$ cat src/rtl/count_display_scan.sv
// Four-digit common-anode display for the 4-bit up counter: q in decimal on digits 1:0,
// BCD count of 15->0 wrap-arounds on digits 3:2, time-multiplexed by SCAN_DIV.
module count_display_scan #(
  parameter int unsigned SCAN_DIV = 16
) (
  input  logic       clk,
  input  logic       rst,
  input  logic [3:0] q,
  output logic [3:0] an,
  output logic [7:0] seg,
  output logic [7:0] wrap_cnt
);

  localparam int unsigned       DIV_W    = (SCAN_DIV > 2) ? $clog2(SCAN_DIV) : 1;
  localparam logic [DIV_W-1:0]  DIV_LAST = DIV_W'(SCAN_DIV - 1);
  localparam logic [3:0]        BLANK    = 4'hF;

  logic [3:0]       r_q_d;
  logic [7:0]       r_wrap_cnt;
  logic [DIV_W-1:0] r_div;
  logic [1:0]       r_idx;
  logic [3:0]       r_an;
  logic [7:0]       r_seg;

  logic       w_wrap;
  logic       w_ge10;
  logic [3:0] w_d0, w_d1, w_d2, w_d3;
  logic [3:0] w_sel;
  logic [3:0] w_an;

  // Any digit value outside 0..9 (BLANK included) turns every segment off.
  function automatic logic [7:0] seg_code(input logic [3:0] d);
    case (d)
      4'd0:    seg_code = 8'hC0;
      4'd1:    seg_code = 8'hF9;
      4'd2:    seg_code = 8'hA4;
      4'd3:    seg_code = 8'hB0;
      4'd4:    seg_code = 8'h99;
      4'd5:    seg_code = 8'h92;
      4'd6:    seg_code = 8'h82;
      4'd7:    seg_code = 8'hF8;
      4'd8:    seg_code = 8'h80;
      4'd9:    seg_code = 8'h90;
      default: seg_code = 8'hFF;
    endcase
  endfunction

  assign w_wrap = (r_q_d == 4'd15) && (q == 4'd0);

  always_comb begin
    w_ge10 = (q >= 4'd10);
    w_d0   = w_ge10 ? (q - 4'd10) : q;
    w_d1   = w_ge10 ? 4'd1 : BLANK;
    w_d2   = r_wrap_cnt[3:0];
    w_d3   = (r_wrap_cnt[7:4] == 4'd0) ? BLANK : r_wrap_cnt[7:4];
    case (r_idx)
      2'd0:    w_sel = w_d0;
      2'd1:    w_sel = w_d1;
      2'd2:    w_sel = w_d2;
      default: w_sel = w_d3;
    endcase
    w_an = ~(4'b0001 << r_idx);
  end

  always_ff @(posedge clk or posedge rst) begin
    if (rst) begin
      r_q_d      <= '0;
      r_wrap_cnt <= '0;
    end else begin
      r_q_d <= q;
      if (w_wrap) begin
        if (r_wrap_cnt[3:0] == 4'd9) begin
          r_wrap_cnt[3:0] <= 4'd0;
          r_wrap_cnt[7:4] <= (r_wrap_cnt[7:4] == 4'd9) ? 4'd0 : r_wrap_cnt[7:4] + 4'd1;
        end else begin
          r_wrap_cnt[3:0] <= r_wrap_cnt[3:0] + 4'd1;
        end
      end
    end
  end

  always_ff @(posedge clk or posedge rst) begin
    if (rst) begin
      r_div <= '0;
      r_idx <= '0;
      r_an  <= '1;
      r_seg <= '1;
    end else begin
      if (r_div == DIV_LAST) begin
        r_div <= '0;
        r_idx <= r_idx + 2'd1;
      end else begin
        r_div <= r_div + 1'b1;
      end
      r_an  <= w_an;
      r_seg <= seg_code(w_sel);
    end
  end

  assign an       = r_an;
  assign seg      = r_seg;
  assign wrap_cnt = r_wrap_cnt;

endmodule

$ cat config.mk
export PLATFORM = sky130hd
export DESIGN_NAME = count_display_scan
export DESIGN_NICKNAME = d
export VERILOG_FILES = /design/src/rtl/count_display_scan.sv
export SDC_FILE = /design/constraint.sdc
export NUM_CORES = 1
export LEC_CHECK = 0
export BUFFER_PORTS_ARGS = -buffer_cell sky130_fd_sc_hd__buf_2
export CAP_MARGIN = 20
export CORE_MARGIN = 5
export CORE_UTILIZATION = 25
export CTS_BUF_LIST = sky130_fd_sc_hd__clkbuf_4 sky130_fd_sc_hd__clkbuf_8
export CTS_CLUSTER_DIAMETER = 150
export DETAILED_ROUTE_END_ITERATION = 8
export GPL_TIMING_DRIVEN = 0
export HOLD_SLACK_MARGIN = 0.05
export PLACE_DENSITY_LB_ADDON = 0.25
export SYNTH_ARGS = -nofsm -noshare
export SYNTH_HDL_FRONTEND = slang
export SYNTH_SLANG_ARGS = --single-unit
$ cat constraint.sdc
create_clock -name clk -period 5 [get_ports clk]
set_clock_uncertainty 0.15 [all_clocks]
set_input_delay 0.75 -clock clk [delete_from_list [all_inputs] [get_ports clk]]
set_output_delay 0.75 -clock clk [all_outputs]
set_load 0.005 [all_outputs]
; ---- Word level (Yosys, flattened, before mapping)
; Memory sizes are Yosys's and may differ from the RTL's. A register that Yosys moved wholly into a read port is not among the register bits.
; Cells that the tools add are included.
[word_totals]
output_inout_bits = 20
mem_bits_ro = 112
inputBits = 6
n_memories = 1
regBits = 30
[memory_table]
columns = name, depth, word_bits, rd, rd_clocked_by_memory_dff, wr, line
row1 = (name not given), 16, 7, 1, 1, 0, 33  ; case (d)
[op_classes]
n_reduce_logical = 5
order_cmp = 1
bitwise_logic = 1
n_eq_ne = 6
addsub = 5
shifts = 1
n_mux = 7
[op_table]
columns = op, count
row1 = 2-to-1 mux 4 bit, 6
row2 = equality test 4 bit (second input constant), 4
row3 = adder 4 x 1 -> 4 bit (second input constant), 3
row4 = case mux 4 bit (3 select lines), 1
row5 = zero test 4 bit, 2
row6 = >= comparator 4 bit (second input constant), 1
row7 = NOT 4 bit, 1
row8 = << shifter 1 x 2 -> 4 bit (first input constant), 1
row9 = subtractor 4 bit (second input constant), 1
row10 = adder 2 x 1 -> 2 bit (second input constant), 1
row11 = equality test 2 x 1 -> 1 bit (second input constant), 1
row12 = equality test 2 bit (second input constant), 1
row13 = zero test 2 bit, 1
row14 = AND reduction 2 bit, 1
row15 = logical AND 1 bit, 1

; ---- Logic depth before layout (Yosys ltp)
; Gate-level depths: netlist of run 1.
[logic_depth]
depth_word = 3
mapped_depth = 8
depth_no_buf = 8

; ---- Worst setup path after synthesis of run 1
; No wires, ideal clock.
[synth_timing]
path_type = input port to flip-flop
from = input port q[1]
to = register r_seg[0] (netlist: seg[0])
path_buffers = 0
arrival_time_ns = 1.887
slack_ns = 2.881
cell_stages = 7
cell_sequence = inv_1 > ha_1 > o21bai_1 > a32oi_1 > a21oi_1 > or2_2 > a22oi_1
[synth_via]
elab_chain_len = 3
elab_cells_between_ends = 5
classes_between = 1 x add/sub / 1 x order compare / 3 x mux
[synth_rtl]
columns = item, line
row1 = "start, declared", 8  ; input logic [3:0] q,
row2 = subtractor 4 bit or >= comparator 4 bit (tied branches), "52, 51"
row3 = 2-to-1 mux 4 bit (on tied branches), "52, 53"
row4 = case mux 4 bit (3 select lines) *, 56  ; case (r_idx)
row5 = "end, declared", 23  ; logic [7:0] r_seg;
; Mark *: on every way between the ends. The rest lies on a longest branch, timed or not.
; A chain may end at the register's enable or synchronous reset.

; ---- Final worst setup path of run 1
[layout_timing]
from = register r_idx[0]
to = register r_seg[5] (netlist: seg[5])
[layout_via]
elab_chain_len = 2
elab_cells_between_ends = 4
classes_between = 2 x eq/ne / 1 x mux / 1 x reduce/logical
[layout_rtl]
columns = item, line
row1 = "start, declared", 21  ; logic [1:0] r_idx;
row2 = "start signal, assigned", 91  ; r_idx <= r_idx + 2'd1;
row3 = "equality test 2 bit, or another cell as far along", 56
row4 = case mux 4 bit (3 select lines) *, 56
; Marks and branches as above.

==> results of run 1 <==
power by group:
part	switching [mW]	total, mW	internal (mW)
sequential	0.00307	0.241	0.238
combinational	0.0111	0.0193	0.00826
clock	0.0853	0.200	0.115
total	0.0994	0.461	0.361
kinds of logic after synthesis:
kind of cell             after synthesis  share of synthesized area [%]
AO/OA/AOI/OAI                         32                           16.7
multiplexers                           5                           3.39
buffers and inverters                 19                           6.03
XOR/XNOR                               6                           3.47
flip-flops                            29                           48.8
AND/OR/NAND/NOR                       33                           13.1
other                                  1                          0.248
adder cells (fa/ha/maj)               10                           8.26
flip-flops by register name, indices dropped and copies added (netlist names):
signal / count
an: 4
r_div: 4
r_idx: 2
r_q_d: 4
seg: 7
wrap_cnt: 8
worst paths after layout:
kind                       cells after the start                  from              endpoint  slack, ns
setup / recovery                               8  r_idx[0]$_DFFE_PP0N_      seg[5]$_DFF_PP1_       2.63
hold / removal                                 1    r_div[0]$_DFF_PP0_    r_div[0]$_DFF_PP0_       0.34
setup reg to reg                               8  r_idx[0]$_DFFE_PP0N_      seg[5]$_DFF_PP1_       2.63
hold reg to reg                                1    r_div[0]$_DFF_PP0_    r_div[0]$_DFF_PP0_       0.34
max in group asynchronous                      3                   rst  r_idx[1]$_DFFE_PP0N_       3.85
min in group asynchronous                      2                   rst    r_div[0]$_DFF_PP0_       0.37
per-stage QoR:
stage | setup slack (ns) | cell area, µm² | hold WS [ns]
6_report | 2.63 | 1850 | 0.345
5_1_grt | 2.31 | 1850 | 0.380
4_1_cts | 2.57 | 1850 | 0.343
3_5_place_dp | 2.55 | 1760 | 0.331
3_3_place_gp | 2.53 | 1730 | 0.327
2_1_floorplan | 2.88 | 1510 | 0.299
cell usage in the layout (no fill, tap or decap), drive strengths merged, types with 3 or more instances in the layout:
cell type  synthesis  layout
nor3               3       3
a32oi              3       3
clkbuf             0       8
a21oi              6       6
inv               15      15
nand3              3       3
mux2i              4       4
nor2b              3       3
xnor2              4       4
nand2              9       9
buf                4      29
ha                10      10
dfrtp             18      18
dfstp             11      11
o21ai              9       9
per-layer routing:
layer  vias to the layer above  GRT usage, %
met5                         -             0
met4                         0          5.44
met3                         8          3.01
met2                        18          13.2
met1                       494          10.3
li1                        532             -
area by class of cell:
type / instances / area [µm²]
Fill cell: 602 / 4070
Multi-Input combinational cell: 87 / 683
Inverter: 15 / 56.3
Timing Repair Buffer: 25 / 148
Buffer: 4 / 35.0
Clock buffer: 8 / 91.3
Tap cell: 75 / 93.8
Sequential cell: 29 / 739
==> out/metrics.cfg, run 1 <==
[status]
status=completed

[timing]
hold_viol_final=0
min_period_over_period_pct=47.5
min_period_ns=2.37
max_freq_mhz=421
worst_pin_slew_ns=0.624
setup_tns_ns=0
rsz0062_at_grt=no
setup_viol=0
slew_violations=0
slew_headroom_pct=58.0

[power_and_ir_drop]
finalPower_mw=0.461
power_density_nw_per_um2=250
ir_drop_mv=0.103
p_leak_nw=0.844

[routing]
firstDrtPassIters=4
route.final.wire_length_um=2910
dr.max_layer_used=met4
vias_per_cell=4.33
vias=1052
wl_met2_um=1380
wl_per_cell_um=12.0
drc_errors=0
drtIter0Drc=30
ant_nets=0
wl_met1_um=1310
wl_met3_um=132

[synth]
synth-async-reset-ratio_pct=100
syn-num-nets=151
post-synth-top-area-fraction_pct=29.8
synth_cells=135
synth_area_leaders=dfrtp_1, dfstp_2, ha_1
syn_area_per_cell_um2=11.2
synth_seq_area_share_pct=48.8
synth_most_common_cell=dfrtp_1
synthesis.area_um2=1510
synth-main-ff-cell=dfrtp_1
ys_ff_latch=29
synth_top_area_cell=dfrtp_1
synth_edf_count=0
ys_top_cells_by_count=dfrtp_1, inv_1, dfstp_2, ha_1, nand2_1
yosysWarnings=0
synth.distinct_cells=46

[critical_path]
worstPathMaxFanout=5
cp.arrival_ns=2.43
path_buf_inv=2
endpoint_kind=flip-flop
crit_chain=inv_1 > ha_1 > a22o_1 > o31ai_1 > inv_1 > ha_1 > nor3_1 > a21oi_1
crit_type=flip-flop to flip-flop
slowest_delay_ns=0.52
cpLargestDelayFamily=compound AO/OA/AOI/OAI gates
crit_slowest_cell=o31ai_1
cp.required_ns=5.06
cp-start-kind=flip-flop

[layout]
nets=183
post-route-util_pct=31.2
antenna_cells=0
instances_no_fill=243
area_growth_syn_to_layout_pct=22.0
drive_gt1_share_pct=34.5

[floorplanning]
initial_core_util_pct=25.6
pin_count=26
core_um2=5920
rows=28
dieArea_um2=7710
die-width_um=87.8
die_h_um=87.8

[clocking]
cts_setup_buffers=0
root_buffer=clkbuf_8
cts_tree=built
insertion_delay_ns=0.28
cts_sinks=29
ctsLongestPathBuffers=2
post_cts_resized=0
hold_buffers=0
cts_buffers=5
htreeDepth=2
clk_pin_slew_ns=0.06

[placement]
hpwl_um=2220
place_inst=235
gp_congestion=0.765
io_buffers=24

[global_routing]
grt-ovfl-total=0
grt_use_total_pct=8.60
grt_pass1_vias=1041
grt_max_degree=17
grt_pass1_wl_um=4990
antenna_found_initial=0

[worst_hold_path]
hold_class=flip-flop to flip-flop

[job]
cap_violations=0

(Power assumes the default switching activity.)
==> run 2: changes to the inputs <==
ABC_AREA = 1   (was not set)
clock period = 1.9 ns   (was 5 ns; I/O delays follow)
==> run 2 against run 1 <==
  * Global-route usage rose by 0.80 points
  * Design area rose by 10%
  * Worst hold slack got worse by 0.28 ns
  * Area after synthesis fell by 0.66%
  * Via count rose by 11%
  * Die area fell by 0.59%
  * Critical endpoint is now seg[3]$_DFF_PP1_
  * Largest cell class unchanged
  * Largest power group unchanged
  * Highest routed layer unchanged
==> out/metrics.cfg, run 2 <==
[status]
status=completed

[timing]
slew_violations=0
hold_ws_ns=0.0630
slew_headroom_pct=61.9
min_period_over_period_pct=97.5
max_freq_mhz=540
hold_viol_final=0
min_period_ns=1.85
setup_tns_ns=0
rsz0062_at_grt=yes
worst_slack_ns=0.0467
worst_pin_slew_ns=0.570
setup_viol=0

[synth]
synth_cells=165
synth-async-reset-ratio_pct=100
synth_fa_ha_area_share_pct=8.32
post-synth-top-area-fraction_pct=30.0
synth_seq_area_share_pct=49.2
synth_mux_area_share_pct=0
synthesis.area_um2=1500
synth_compound_area_share_pct=5.74
synth-main-ff-cell=dfrtp_1
synth.distinct_cells=23
syn-num-nets=181
ys_ff_latch=29
synth_most_common_cell=nand2_1
synth_area_leaders=dfrtp_1, dfstp_2, nand2_1
synth_top_family_by_area=simple AND/OR/NAND/NOR gates
syn_area_per_cell_um2=9.11
synth_top_area_cell=dfrtp_1
synth_edf_count=0
yosysWarnings=0
synth_xor_area_share_pct=4.66
synthSimpleGateAreaFrac_pct=25.1
ys_top_cells_by_count=nand2_1, inv_1, dfrtp_1, nand3_1

[worst_hold_path]
hold_class=primary input to flip-flop

[layout]
final_common_cell=nand2_1
layout_common_cells=nand2_1, buf_2, inv_1
area_growth_syn_to_layout_pct=35.6
largest_reg_flops=8
post-route-util_pct=34.7
antenna_cells=0
nets=229
drive_gt1_share_pct=41.1
instances_no_fill=289
fillers=627

[global_routing]
grt_pass1_vias=1202
antenna_found_initial=0
grt_use_total_pct=9.40
grt_max_degree=18
grt_pass1_wl_um=5510
grt-ovfl-total=0

[floorplanning]
die-width_um=87.6
rows=28
initial_core_util_pct=25.6
core_um2=5890
dieArea_um2=7670
pin_count=26
die_h_um=87.6

[clocking]
cts_buffers=5
insertion_delay_ns=0.28
cts_tree=built
htreeDepth=2
ctsLongestPathBuffers=2
cts_sinks=29
clk_pin_slew_ns=0.06
root_buffer=clkbuf_8

[routing]
route.final.wire_length_um=3280
ant_nets=0
vias=1169
wl_per_cell_um=11.4
drtIter0Drc=45
vias_per_cell=4.04
firstDrtPassIters=4
drc_errors=0

[critical_path]
rr_endpoint=seg[3]$_DFF_PP1_
critPathLaunch=r_idx[0]$_DFFE_PP0N_
endpoint_kind=flip-flop
r2r_cells=11
cp.required_ns=1.97
cp.arrival_ns=1.92
worstPathMaxFanout=6
cp-endpoint=seg[3]$_DFF_PP1_
crit_type=flip-flop to flip-flop
rrSetupSlack_ns=0.05
cp-start-kind=flip-flop
timing.rr.start=r_idx[0]$_DFFE_PP0N_

[placement]
dp_slack_ns=-0.153
hpwl_um=2300
place_inst=265
gp_congestion=0.756
io_buffers=24

[power_and_ir_drop]
p_leak_nw=1.04
power_density_nw_per_um2=776
ir_drop_mv=0.259

[job]
cap_violations=0

==> run 2: cells by family (layout without fill, tap and decap cells) <==
group | count (synthesis) | count (layout)
compound gates | 15 | 15
xor+xnor | 8 | 8
fa+ha+maj | 10 | 10
buf+inv | 26 | 75
flops | 29 | 29
other cells | 1 | 1
simple gates | 76 | 76
==> run 2: how the worst min path moves through the flow <==
stage               start            endpoint  depth (start not counted)
floorplan            q[0]  r_q_d[0]$_DFF_PP0_                          0
CTS                  q[3]  r_q_d[3]$_DFF_PP0_                          1
global placement     q[2]  r_q_d[2]$_DFF_PP0_                          1
finish               q[3]  r_q_d[3]$_DFF_PP0_                          1
detailed placement    rst  r_q_d[2]$_DFF_PP0_                          2
global route         q[3]  r_q_d[3]$_DFF_PP0_                          1
==> run 2: critical path: stages (launching register included) <==
cell     delay, ns
dfrtp_1       0.41
buf_4         0.15
ha_2          0.22
a21oi_4       0.14
nand2_1       0.08
nand2_2       0.08
inv_2         0.06
ha_4          0.27
nand3_2       0.07
nand2_1       0.07
nand2_1       0.04
nand2_1       0.06
==> run 2: metal layers <==
metal / part of all wire (%) / vias to the layer above / global-route usage (%)
li1: - / 612 / -
met1: 44 / 528 / 11.4
met2: 49 / 22 / 15.0
met3: 4.2 / 7 / 2.45
met4: 2.7 / 0 / 5.44
met5: 0 / - / 0
==> run 2: what timing repair did <==
action / CTS / global route
hold buffers: 4 / 0
pin swaps: 2 / 11
hold endpoints to repair: 6 / 0
resized for setup: 9 / 12
buffers inserted: 6 / 6
setup endpoints to repair: 6 / 6
==> run 2: cell type report <==
class	count	area, µm²	share of cell area, %
plain buffers	1	7.51	0.368
clock buffers	6	76.3	3.74
clock inverters	2	10.0	0.491
inverters	25	96.3	4.72
multi-input cells	110	733	36.0
flip-flops and latches	29	741	36.3
well taps	75	93.8	4.60
repair buffers	41	282	13.8
==> run 2: stage by stage <==
stage | total power [mW] | instance area, µm²
after detailed placement | 1.05 | 1750
after global routing | 1.69 | 2040
after floorplan | 0.931 | 1500
after global placement | 1.04 | 1720
after CTS | 1.58 | 1960
final | 1.58 | 2040
==> run 2: power by group <==
part           switching (mW)  internal (mW)
Sequential             0.0232          0.712
Combinational           0.198          0.149
Clock                   0.233          0.267
